`config.mk`:
```
export PLATFORM = sky130hd
export DESIGN_NAME = seq_div_16bit
export DESIGN_NICKNAME = d
export VERILOG_FILES = /design/src/rtl/seq_div_16bit_pkg.sv /design/src/rtl/seq_div_16bit_step.sv /design/src/rtl/seq_div_16bit.sv
export SDC_FILE = /design/constraint.sdc
export NUM_CORES = 1
export LEC_CHECK = 0
export BUFFER_PORTS_ARGS = -buffer_cell sky130_fd_sc_hd__clkbuf_2
export CAP_MARGIN = 20
export CORE_MARGIN = 4
export CORE_UTILIZATION = 50
export DETAILED_ROUTE_END_ITERATION = 6
export HOLD_SLACK_MARGIN = 0.1
export MAX_ROUTING_LAYER = met4
export PLACE_DENSITY_LB_ADDON = 0.08
export SETUP_SLACK_MARGIN = 0.15
export SKIP_LAST_GASP = 1
export SYNTH_ARGS = -nofsm -noshare
export SYNTH_HDL_FRONTEND = slang
export SYNTH_SLANG_ARGS = --single-unit
```
`constraint.sdc`:
```
create_clock -name clk -period 5.8 [get_ports clk]
set_input_delay 0.29 -clock clk [delete_from_list [all_inputs] [get_ports clk]]
set_output_delay 0.29 -clock clk [all_outputs]
set_load 0.01 [all_outputs]
```
`src/rtl/seq_div_16bit_pkg.sv`:
```
// Shared MIPS datapath definitions used by the sequential divider.
package mips_defs;

  localparam int DATA_W = 16;

  localparam logic [DATA_W-1:0] DIV_ZERO_QUOT = {DATA_W{1'b1}};

  typedef enum logic [1:0] {
    IDLE  = 2'd0,
    RUN   = 2'd1,
    FIXUP = 2'd2,
    DONE  = 2'd3
  } div_state_t;

endpackage

```
`src/rtl/seq_div_16bit_step.sv`:
```
// One combinational restoring-division step: shift {rem,quo} left, trial-subtract divisor.
module div_step_16bit #(
  parameter int WIDTH = 16
) (
  input  logic [WIDTH-1:0] rem,
  input  logic [WIDTH-1:0] quo,
  input  logic [WIDTH-1:0] divisor,
  output logic [WIDTH-1:0] rem_next,
  output logic [WIDTH-1:0] quo_next
);

  logic [WIDTH:0] shifted;
  logic [WIDTH:0] trial;

  // rem < divisor on entry, so the WIDTH+1 bit trial never wraps and its MSB is the sign.
  assign shifted = {rem, quo[WIDTH-1]};
  assign trial   = shifted - {1'b0, divisor};

  always_comb begin
    rem_next = shifted[WIDTH-1:0];
    quo_next = {quo[WIDTH-2:0], 1'b0};
    if (!trial[WIDTH]) begin
      rem_next    = trial[WIDTH-1:0];
      quo_next[0] = 1'b1;
    end
  end

endmodule

```
`src/rtl/seq_div_16bit.sv`:
```
// Multi-cycle restoring divider, one quotient bit per clock.
// Define SIGNED_DIV_EN to add the sgn input and the two's-complement FIXUP cycle.
module seq_div_16bit
  import mips_defs::*;
#(
  parameter int WIDTH = DATA_W,
  parameter int CNT_W = 5
) (
  input  logic             clk,
  input  logic             rst,
  input  logic             start,
  input  logic [WIDTH-1:0] dividend,
  input  logic [WIDTH-1:0] divisor,
`ifdef SIGNED_DIV_EN
  input  logic             sgn,
`endif
  output logic             busy,
  output logic             done,
  output logic [WIDTH-1:0] quotient,
  output logic [WIDTH-1:0] remainder,
  output logic             div_zero
);

  div_state_t state, state_next;

  logic [CNT_W-1:0] cnt;
  logic [WIDTH-1:0] rem_q, quo_q, dvs_q;
  logic [WIDTH-1:0] rem_n, quo_n;
  logic             accept;
  logic             steps_done;
  logic             need_fix;
  logic [WIDTH-1:0] a_mag, b_mag;

`ifdef SIGNED_DIV_EN
  logic sgn_q, neg_quo_q, neg_rem_q;
  logic a_neg, b_neg;

  assign a_neg    = sgn & dividend[WIDTH-1];
  assign b_neg    = sgn & divisor[WIDTH-1];
  assign a_mag    = a_neg ? (~dividend + 1'b1) : dividend;
  assign b_mag    = b_neg ? (~divisor + 1'b1) : divisor;
  assign need_fix = sgn_q;
`else
  assign a_mag    = dividend;
  assign b_mag    = divisor;
  assign need_fix = 1'b0;
`endif

  assign steps_done = (cnt == CNT_W'(WIDTH));

  div_step_16bit #(.WIDTH(WIDTH)) u_step (
    .rem      (rem_q),
    .quo      (quo_q),
    .divisor  (dvs_q),
    .rem_next (rem_n),
    .quo_next (quo_n)
  );

  // start/accept: a request is taken only in IDLE or DONE; elsewhere it is dropped.
  always_comb begin
    state_next = state;
    accept     = 1'b0;
    case (state)
      IDLE, DONE: begin
        if (start) begin
          accept     = 1'b1;
          state_next = (divisor == '0) ? DONE : RUN;
        end else if (state == DONE) begin
          state_next = IDLE;
        end
      end
      RUN: begin
        if (steps_done) state_next = need_fix ? FIXUP : DONE;
      end
      FIXUP:   state_next = DONE;
      default: state_next = IDLE;
    endcase
  end

  always_ff @(posedge clk or posedge rst) begin
    if (rst) state <= IDLE;
    else     state <= state_next;
  end

  always_ff @(posedge clk or posedge rst) begin
    if (rst) begin
      cnt       <= '0;
      rem_q     <= '0;
      quo_q     <= '0;
      dvs_q     <= '0;
      quotient  <= '0;
      remainder <= '0;
      div_zero  <= 1'b0;
`ifdef SIGNED_DIV_EN
      sgn_q     <= 1'b0;
      neg_quo_q <= 1'b0;
      neg_rem_q <= 1'b0;
`endif
    end else if (accept) begin
      cnt      <= '0;
      rem_q    <= '0;
      quo_q    <= a_mag;
      dvs_q    <= b_mag;
      div_zero <= (divisor == '0);
`ifdef SIGNED_DIV_EN
      sgn_q     <= sgn;
      neg_quo_q <= a_neg ^ b_neg;
      neg_rem_q <= a_neg;
`endif
      // Divide-by-zero skips iteration and publishes its fixed result immediately.
      if (divisor == '0) begin
        quotient  <= {WIDTH{1'b1}};
        remainder <= dividend;
      end
    end else if (state == RUN) begin
      if (!steps_done) begin
        rem_q <= rem_n;
        quo_q <= quo_n;
        cnt   <= cnt + CNT_W'(1);
      end else if (!need_fix) begin
        quotient  <= quo_q;
        remainder <= rem_q;
      end
    end
`ifdef SIGNED_DIV_EN
    else if (state == FIXUP) begin
      quotient  <= neg_quo_q ? (~quo_q + 1'b1) : quo_q;
      remainder <= neg_rem_q ? (~rem_q + 1'b1) : rem_q;
    end
`endif
  end

  assign busy = (state == RUN) || (state == FIXUP);
  assign done = (state == DONE);

endmodule

```
After elaboration in Yosys (flattened, before gate mapping) --
Cells that the tools add are included.
Storage, ports and cells: register bits after elaboration 88
Operators by class: muxes and demuxes 26, equality and inequality tests 8, reduce and logical (&&, ||, !) cells 9, $add $sub $neg 2
Operator list (number):
- 2-to-1 mux 16 bit | 15
- subtractor 17 x 16 -> 17 bit | 1
- zero test 16 bit | 1
- 2-to-1 mux 5 bit | 3
- 2-to-1 mux 2 bit | 4
- case mux 2 bit (3 select lines) | 1
- adder 5 x 1 -> 5 bit (second input constant) | 1
- == test 5 bit (second input constant) | 1
- == test 2 bit (second input constant) | 2
- != test 2 bit (second input constant) | 2
- AND reduction 2 bit | 2
- nonzero test 2 bit | 2
- 2-to-1 mux 1 bit | 3
- != test 3 bit (second input constant) | 1
- AND reduction 3 bit | 1
- == test 2 x 1 -> 1 bit (second input constant) | 1
- zero test 2 bit | 1
- != test 2 x 1 -> 1 bit (second input constant) | 1
- OR reduction 2 bit | 1
- logical OR 1 bit | 1

Longest topological paths before layout --
Gate-level depths: netlist of the first run.
word-level depth 5, mapped depth 11

Hierarchy --
Synthesis of the first run repeated with hierarchy kept, for this count alone.
Second synthesis, totals: cell total of the unflattened synthesis 492, area, all modules 4901.0 um^2
Modules (own cells, without submodules):
- seq_div_16bit | cells each 349, area an instance 3778.6 um^2, seq. area each 2202.1 um^2, instances 1
- div_step_16bit | cells each 143, area an instance 1122.3 um^2, seq. area each 0.0 um^2, instances 1

Worst setup path before layout of the first run --
No wires, ideal clock.
path kind reg2reg, start point register quo_q[15], end point register rem_q[7], stages on the path, launching flop included 12, data arrival time 2.352 ns, library setup time 0.137 ns, path buffers 1, period minus slack after synthesis 2.489 ns, setup slack 3.311 ns, cell sequence dfrtp_1 -> inv_1 -> ha_1 -> inv_1 -> fa_1 -> a211oi_2 -> o211ai_4 -> a311oi_4 -> o21ai_2 -> buf_6 -> a211oi_1 -> nor3_1
On the way: cells in the longest elaborated chain, start to end 5
RTL lines:
- from (decl) | RTL line seq_div_16bit.sv:27 | logic [WIDTH-1:0] rem_q, quo_q, dvs_q;
- from (signal assigned) | RTL line seq_div_16bit.sv:102 | quo_q <= a_mag;
- from (signal assigned) | RTL line seq_div_16bit.sv:118 | quo_q <= quo_n;
- subtractor 17 x 16 -> 17 bit | RTL line seq_div_16bit_step.sv:17 | assign trial = shifted - {1'b0, divisor};
- 2-to-1 mux 16 bit | RTL line seq_div_16bit_step.sv:22 | if (!trial[WIDTH]) begin
- 2-to-1 mux 16 bit | RTL line seq_div_16bit.sv:116 | if (!steps_done) begin
- 2-to-1 mux 16 bit | RTL line seq_div_16bit.sv:115 | end else if (state == RUN) begin
- 2-to-1 mux 16 bit | RTL line seq_div_16bit.sv:99 | end else if (accept) begin
- to (signal assigned) | RTL line seq_div_16bit.sv:117 | rem_q <= rem_n;
- to (decl) | RTL line seq_div_16bit.sv:27
Every way passes these cells. The select of a mux whose other input is x is not followed. A chain may end at the register's enable or synchronous reset.

Final worst setup path of the first run --
start point register quo_q[15], end point register rem_q[11]
Same word-level chain as after synthesis.

==> results of run 1 <==
-- final timing paths --
kind                       cells after the start  slack [ps]          end         from
max                                           10        2890    rem_q[11]    quo_q[15]
min                                            3         160    dvs_q[11]  divisor[11]
max reg2reg                                   10        2890    rem_q[11]    quo_q[15]
min reg2reg                                    2         480  quotient[4]  quotient[4]
max in group asynchronous                      4        4180    dvs_q[13]          rst
min in group asynchronous                      3         450     quo_q[6]          rst
-- critical path, cell delays in order, from the launching register on --
cell and delay [ps]:
sky130_fd_sc_hd__dfrtp_1 430, sky130_fd_sc_hd__inv_1 70, sky130_fd_sc_hd__ha_1 150, sky130_fd_sc_hd__inv_1 50, sky130_fd_sc_hd__fa_1 420, sky130_fd_sc_hd__a211oi_2 330
sky130_fd_sc_hd__o211ai_4 160, sky130_fd_sc_hd__a311oi_4 350, sky130_fd_sc_hd__nor3_2 220, sky130_fd_sc_hd__a2111oi_0 480, sky130_fd_sc_hd__nor3_1 110
-- registers in the layout (all words and copies together) (netlist names) --
signal,cells
quotient,16
dvs_q,16
state,2
cnt,5
quo_q,16
rem_q,16
remainder,16
div_zero,1
-- cells in the mapped netlist, drive strengths merged --
master | number | area [sq um]
nand2 | 95 | 357
dfrtp | 88 | 2200
o21ai | 74 | 374
nor2 | 39 | 146
a21oi | 25 | 144
inv | 25 | 93.8
clkbuf | 24 | 90.1
ha | 20 | 250
a211oi | 16 | 135
mux2i | 16 | 160
a31oi | 14 | 87.6
a21o | 13 | 97.6
nor3 | 13 | 75.1
buf | 10 | 71.3
nand3 | 10 | 62.6
nor4 | 9 | 62.6
xor2 | 7 | 61.3
o211ai | 5 | 56.3
or3 | 5 | 31.3
xnor2 | 5 | 43.8
nand2b | 4 | 25.0
o32ai | 4 | 42.6
a2111oi | 3 | 26.3
o31ai | 3 | 32.5
a21boi | 2 | 18.8
a32oi | 2 | 17.5
and2 | 2 | 12.5
and3 | 2 | 12.5
nand4 | 2 | 12.5
a22o | 1 | 8.76
a311o | 1 | 20.0
a311oi | 1 | 26.3
and4bb | 1 | 12.5
fa | 1 | 20.0
nand3b | 1 | 7.51
nor2b | 1 | 6.26
o21a | 1 | 7.51
o21bai | 1 | 7.51
o221ai | 1 | 8.76
o22ai | 1 | 6.26
o31a | 1 | 8.76
or2 | 1 | 6.26
-- kinds of logic after synthesis --
kind of cell	count (synthesis)	share of synthesized area, %
flip-flops	88	44.5
multiplexers	16	3.24
AO/OA/AOI/OAI	169	22.8
XOR/XNOR	12	2.12
AND/OR/NAND/NOR	185	16.8
adder cells (fa/ha/maj)	21	5.46
buffers and inverters	59	5.16
-- per-layer routing --
| metal | GRT usage [%] | share of wire [%] | up-vias |
|---|---|---|---|
| li1 | - | - | 2048 |
| met1 | 30.2 | 46 | 2006 |
| met2 | 34.1 | 47 | 136 |
| met3 | 3.78 | 6.2 | 15 |
| met4 | 6.58 | 1.5 | 0 |
| met5 | - | 0 | - |
-- area by class of cell --
class                           instances  share of cell area (%)
Sequential cell                        88                    39.6
Tap cell                              133                    2.99
Inverter                               25                    1.71
Clock inverter                          7                    1.08
Clock buffer                            9                    2.23
Multi-Input combinational cell        403                    45.2
Timing Repair Buffer                   76                    7.20
-- metrics by stage --
step | hold WS, ps | setup WS (ps) | area, sq um
floorplan | 395 | 3230 | 4950
global placement | 301 | 3050 | 5370
detailed placement | 299 | 2960 | 5370
CTS | 145 | 2930 | 5560
global route | 145 | 2650 | 5560
finish | 157 | 2890 | 5560
-- power breakdown --
group | internal (mW) | switching, mW | total [mW] | leakage [nW]
sequential | 0.868 | 0.194 | 1.06 | 1.13
clock | 0.163 | 0.243 | 0.407 | 0.0848
combinational | 0.816 | 1.32 | 2.14 | 1.42
-- what timing repair did --
| item | 4_1_cts | 5_1_grt |
|---|---|---|
| endpoints found under the setup margin | 0 | 0 |
| hold endpoints to repair | 27 | 0 |
| hold buffers | 1 | 0 |
==> metrics.txt, run 1 <==
# TYPE chip_impl_metric gauge
chip_impl_metric{name="fin_setup_tns",unit="ps"} 0
chip_impl_metric{name="detail_route.vias_per_cell",unit=""} 5.67
chip_impl_metric{name="number_of_port_buffers",unit=""} 69
chip_impl_metric{name="synth.yosys.warnings",unit=""} 0
chip_impl_metric{name="syn_nets",unit=""} 606
chip_impl_metric{name="cp_required",unit="ps"} 6030
chip_impl_metric{name="drt-wirelength-per-cell",unit="um"} 16.3
chip_impl_info{name="grt_setup_unrepaired",value="no"} 1
chip_impl_info{name="most_common_cell_after_layout_fill_and_taps_aside",value="sky130_fd_sc_hd__nand2_1"} 1
chip_impl_metric{name="leakagePower",unit="nW"} 2.64
chip_impl_metric{name="chipWidth",unit="um"} 107
chip_impl_metric{name="cts.repair.resized",unit=""} 0
chip_impl_info{name="clock_tree.root_cell",value="sky130_fd_sc_hd__clkbuf_8"} 1
chip_impl_metric{name="area_delta_synth_final",unit="%"} 12.4
chip_impl_metric{name="timing.critical_path.fanout_max",unit=""} 13
chip_impl_metric{name="timing_max_transition_violations_final",unit=""} 0
chip_impl_info{name="crit_path_end_kind",value="flop"} 1
chip_impl_metric{name="firstDrtPassIters",unit=""} 5
chip_impl_metric{name="post_placement_cell_count",unit=""} 724
chip_impl_metric{name="finish.utilization",unit="%"} 57.4
chip_impl_metric{name="netlist_instances",unit=""} 550
chip_impl_metric{name="io_pins",unit=""} 70
chip_impl_metric{name="remaining_drc_errors",unit=""} 0
chip_impl_info{name="worstSetupPathType",value="reg -> reg"} 1
chip_impl_metric{name="setup_violating_endpoint_count_in_the_final_report",unit=""} 0
chip_impl_metric{name="first_global_vias",unit=""} 3931
chip_impl_metric{name="post-cts-setup-buffer-count",unit=""} 0
chip_impl_info{name="cts_tree",value="done"} 1
chip_impl_metric{name="tritoncts.num_buffers",unit=""} 9
chip_impl_metric{name="finalCritPeriodShare",unit="%"} 50.1
chip_impl_metric{name="regArea",unit="sq um"} 2200
chip_impl_metric{name="final_report_hold_violation_count",unit=""} 0
chip_impl_metric{name="grt_max_degree",unit=""} 65
chip_impl_metric{name="clkTransAtPathRegs",unit="ps"} 90
chip_impl_metric{name="number_of_synthesized_register_bits",unit=""} 88
chip_impl_metric{name="die-height",unit="um"} 107
chip_impl_metric{name="std_cell_rows",unit=""} 36
chip_impl_metric{name="power.ir.vdd_worst",unit="uV"} 328
chip_impl_metric{name="gr-total-overflow",unit=""} 0
chip_impl_metric{name="start_util",unit="%"} 51.1
chip_impl_metric{name="dp.final_hpwl",unit="um"} 8800
chip_impl_metric{name="first_pass_grt_wire_length",unit="um"} 19900
chip_impl_metric{name="core",unit="sq um"} 9680
chip_impl_metric{name="via_count",unit=""} 4205
chip_impl_metric{name="multiInputGateArea",unit="sq um"} 2510
chip_impl_metric{name="worstMarginPinSlew",unit="ps"} 883
chip_impl_metric{name="die_area",unit="sq um"} 11600
chip_impl_metric{name="syn_avg_cell_area",unit="sq um"} 9.00
chip_impl_metric{name="worst_slew_margin_rel",unit="%"} 40.8
chip_impl_metric{name="n_fill_cell",unit=""} 910
chip_impl_metric{name="synth.yosys.seq_area_share",unit="%"} 44.5
chip_impl_metric{name="h-tree-depth",unit=""} 3
chip_impl_metric{name="syn_area",unit="sq um"} 4950
chip_impl_metric{name="clkSinkCount",unit=""} 88
chip_impl_metric{name="clk_latency_worst_skew_pair",unit="ps"} 360
chip_impl_metric{name="cp_data_arrival_time",unit="ps"} 3140
chip_impl_info{name="setup.worst_path.start_class",value="flop"} 1
chip_impl_metric{name="synth_cell_types",unit=""} 58
chip_impl_metric{name="drv_cap",unit=""} 0
chip_impl_metric{name="diodes",unit=""} 0
chip_impl_metric{name="clock_path_buffers",unit=""} 2
chip_impl_metric{name="antenna_found_initial",unit=""} 0
chip_impl_info{name="min_path_type",value="in -> reg"} 1
chip_impl_metric{name="period_needed",unit="ps"} 2910
chip_impl_metric{name="clock.fmax",unit="MHz"} 344
chip_impl_metric{name="totalPowerFinal",unit="mW"} 3.61
chip_impl_metric{name="finalWirelength",unit="um"} 12100
chip_impl_info{name="final_cell_mix",value="sky130_fd_sc_hd__nand2_1 (95), sky130_fd_sc_hd__dfrtp_1 (88), sky130_fd_sc_hd__o21ai_0 (71), sky130_fd_sc_hd__clkbuf_2 (69), sky130_fd_sc_hd__nor2_1 (39)"} 1
chip_impl_metric{name="drt.antenna.violating_nets",unit=""} 0
chip_impl_metric{name="dr.first_iter.drc_count",unit=""} 308
chip_impl_info{name="outcome",value="finished clean"} 1
chip_impl_metric{name="worst_clk_skew",unit="ps"} 11.5
chip_impl_metric{name="powerDensity",unit="nW/um^2"} 649
chip_impl_metric{name="post_route_cells_drive_above_1_share",unit="%"} 18.9
chip_impl_metric{name="grt.total_usage",unit="%"} 22.1
chip_impl_metric{name="gp_congestion",unit=""} 0.850
chip_impl_metric{name="nets",unit=""} 659
chip_impl_metric{name="stdcell_count",unit=""} 741
(Power assumes the default switching activity.)
==> run 2, diff against run 1 <==
Clock period 5.8 ns to 2.84 ns, I/O delays scaled along.
==> metrics.txt, run 2 (synthesis gave the netlist of run 1 again) <==
# TYPE chip_impl_metric gauge
chip_impl_info{name="crit_family",value="compound AO/OA/AOI/OAI gates"} 1
chip_impl_metric{name="clkTransAtPathRegs",unit="ps"} 100
chip_impl_metric{name="die_area",unit="sq um"} 11600
chip_impl_metric{name="fin_setup_tns",unit="ps"} 0
chip_impl_info{name="most_common_cell_after_layout_fill_and_taps_aside",value="sky130_fd_sc_hd__nand2_1"} 1
chip_impl_metric{name="antenna_found_initial",unit=""} 0
chip_impl_metric{name="cp.buffers_inverters",unit=""} 3
chip_impl_metric{name="clk_latency_worst_skew_pair",unit="ps"} 370
chip_impl_info{name="setup.worst_path.start_class",value="flop"} 1
chip_impl_metric{name="p_seq_share",unit="%"} 26.5
chip_impl_metric{name="timing.critical_path.fanout_max",unit=""} 6
chip_impl_metric{name="crit_path_max_incr_delay",unit="ps"} 390
chip_impl_metric{name="chipWidth",unit="um"} 107
chip_impl_metric{name="timing_max_transition_violations_final",unit=""} 0
chip_impl_metric{name="power.ir.vdd_worst",unit="uV"} 694
chip_impl_metric{name="std_cell_rows",unit=""} 36
chip_impl_metric{name="register_to_register_setup_slack",unit="ps"} 200
chip_impl_metric{name="via_count",unit=""} 4392
chip_impl_metric{name="n_fill_cell",unit=""} 817
chip_impl_metric{name="leakagePower",unit="nW"} 2.90
chip_impl_metric{name="rr_worst_depth",unit=""} 11
chip_impl_info{name="timing.critical_path.cells",value="inv_1 > ha_2 > inv_2 > fa_2 > a211oi_4 > o211ai_4 > a311oi_4 > buf_6 > nor3_2 > a2111oi_2 > nor3_1"} 1
chip_impl_metric{name="p_clk_share",unit="%"} 10.5
chip_impl_metric{name="clkSinkCount",unit=""} 88
chip_impl_info{name="timing.rr.end",value="rem_q[11]"} 1
chip_impl_metric{name="setup_violating_endpoint_count_in_the_final_report",unit=""} 0
chip_impl_metric{name="finalWirelength",unit="um"} 12800
chip_impl_metric{name="cp_required",unit="ps"} 3080
chip_impl_metric{name="drt.antenna.violating_nets",unit=""} 0
chip_impl_metric{name="dp.final_hpwl",unit="um"} 8860
chip_impl_metric{name="drv_cap",unit=""} 0
chip_impl_metric{name="combinationalPowerShare",unit="%"} 63.0
chip_impl_info{name="clock_tree.root_cell",value="sky130_fd_sc_hd__clkbuf_8"} 1
chip_impl_metric{name="gr-total-overflow",unit=""} 0
chip_impl_metric{name="worst_clk_skew",unit="ps"} 12.3
chip_impl_metric{name="h-tree-depth",unit=""} 3
chip_impl_metric{name="grt.total_usage",unit="%"} 23.1
chip_impl_metric{name="grt_max_degree",unit=""} 65
chip_impl_metric{name="nets",unit=""} 708
chip_impl_metric{name="io_pins",unit=""} 70
chip_impl_metric{name="clock_path_buffers",unit=""} 2
chip_impl_metric{name="remaining_drc_errors",unit=""} 0
chip_impl_metric{name="dr.first_iter.drc_count",unit=""} 338
chip_impl_metric{name="cp_data_arrival_time",unit="ps"} 2880
chip_impl_info{name="cp-endpoint",value="rem_q[11]"} 1
chip_impl_metric{name="post_route_cells_drive_above_1_share",unit="%"} 23.0
chip_impl_info{name="min_path_type",value="in -> reg"} 1
chip_impl_metric{name="clock.fmax",unit="MHz"} 379
chip_impl_metric{name="tritoncts.num_buffers",unit=""} 9
chip_impl_metric{name="worstMarginPinSlew",unit="ps"} 882
chip_impl_metric{name="power.net_switching",unit="mW"} 4.00
chip_impl_metric{name="final_report_hold_violation_count",unit=""} 0
chip_impl_info{name="grt_setup_unrepaired",value="yes"} 1
chip_impl_metric{name="start_util",unit="%"} 51.1
chip_impl_metric{name="area_delta_synth_final",unit="%"} 25.1
chip_impl_metric{name="core",unit="sq um"} 9680
chip_impl_info{name="cts_tree",value="done"} 1
chip_impl_metric{name="timing.hold.ws",unit="ps"} 101
chip_impl_metric{name="powerDensity",unit="nW/um^2"} 1330
chip_impl_metric{name="gp_congestion",unit=""} 0.853
chip_impl_info{name="crit_path_start",value="quo_q[15]"} 1
chip_impl_info{name="worstSetupPathType",value="reg -> reg"} 1
chip_impl_metric{name="power_report.internal_total",unit="mW"} 4.23
chip_impl_info{name="r2r_start",value="quo_q[15]"} 1
chip_impl_metric{name="number_of_port_buffers",unit=""} 69
chip_impl_metric{name="period_needed",unit="ps"} 2640
chip_impl_metric{name="detail_route.vias_per_cell",unit=""} 5.56
chip_impl_metric{name="first_pass_grt_wire_length",unit="um"} 20800
chip_impl_metric{name="finalCritPeriodShare",unit="%"} 93.0
chip_impl_info{name="outcome",value="finished clean"} 1
chip_impl_metric{name="first_global_vias",unit=""} 4138
chip_impl_metric{name="cp.depth",unit=""} 11
chip_impl_metric{name="die-height",unit="um"} 107
chip_impl_info{name="final_cell_mix",value="sky130_fd_sc_hd__nand2_1 (95), sky130_fd_sc_hd__dfrtp_1 (88), sky130_fd_sc_hd__o21ai_0 (71), sky130_fd_sc_hd__clkbuf_2 (69), sky130_fd_sc_hd__nor2_1 (39)"} 1
chip_impl_metric{name="drt-wirelength-per-cell",unit="um"} 16.3
chip_impl_metric{name="diodes",unit=""} 0
chip_impl_info{name="worst_path_max_delay_cell",value="sky130_fd_sc_hd__dfrtp_1"} 1
chip_impl_metric{name="worst_slew_margin_rel",unit="%"} 41.1
chip_impl_metric{name="netSwitchingFraction",unit="%"} 48.6
chip_impl_metric{name="firstDrtPassIters",unit=""} 4
chip_impl_info{name="crit_path_end_kind",value="flop"} 1
-- run 2: cell types whose count changed in the layout (fill, tap and decap cells not counted), sizes merged --
cell,previous run,this run
dlygate4sd3,1,31
buf,6,23
clkinv,1,3
clkinvlp,3,1
nor3,13,14
o21ai,74,75
-- run 2: tightest hold or removal path, cell delays in order --
cell and delay (ps):
sky130_fd_sc_hd__clkbuf_2 100, sky130_fd_sc_hd__mux2i_1 60, sky130_fd_sc_hd__o21ai_0 130
-- run 2: worst min-delay path by stage --
stage,start,cells past startpoint,endpoint,slack [ps]
after floorplan,divisor[0],2,dvs_q[0],250
after CTS,dividend[5],3,quo_q[5],100
after detailed placement,rst,2,remainder[5],330
after global placement,rst,2,remainder[6],330
final,dividend[3],3,remainder[3],100
after global routing,dividend[9],3,quo_q[9],110
-- run 2: timing repair --
| action | 4_1_cts | 5_1_grt |
|---|---|---|
| endpoints found under the setup margin | 13 | 15 |
| pin swaps | 6 | 12 |
| cloned | 0 | 2 |
| hold endpoints to repair | 79 | 0 |
| hold buffers | 31 | 0 |
| resized for setup | 12 | 15 |
| buffers inserted | 3 | 10 |
-- run 2: per-stage QoR --
step | cells | util, % | instance area (sq um) | total power [mW] | setup slack, ps
after global placement | 728 | 56.0 | 5420 | 6.48 | 152
after global routing | 790 | 63.9 | 6190 | 8.89 | 51.3
final | 790 | 63.9 | 6190 | 8.23 | 200
after detailed placement | 728 | 56.0 | 5420 | 6.60 | 24.6
after CTS | 778 | 62.1 | 6020 | 7.81 | 181
after floorplan | 550 | - | 4950 | 5.54 | 351
-- run 2: area by class of cell --
class,instances,area [sq um],area share (%)
Clock buffer,9,124,2.00
Clock inverter,7,72.6,1.17
Tap cell,133,166,2.69
Sequential cell,88,2200,35.6
Multi-Input combinational cell,405,2660,43.0
Timing Repair Buffer,123,870,14.0
Inverter,25,95.1,1.54
-- run 2: power by group through the flow --
stage                     Combinational (mW)  Sequential [mW]  Clock (mW)
after floorplan                         3.42             2.13           0
after global placement                  4.31             2.17           0
after detailed placement                4.41             2.19           0
after CTS                               4.75             2.17       0.889
after global routing                    5.71             2.24       0.939
final                                   5.18             2.18       0.869
-- run 2: per-layer routing --
layer / part of all wire [%] / vias up / GRT usage, %
li1: - / 2155 / -
met1: 45 / 2086 / 33.0
met2: 47 / 129 / 35.3
met3: 5.8 / 22 / 2.64
met4: 1.7 / 0 / 6.22
met5: 0 / - / -
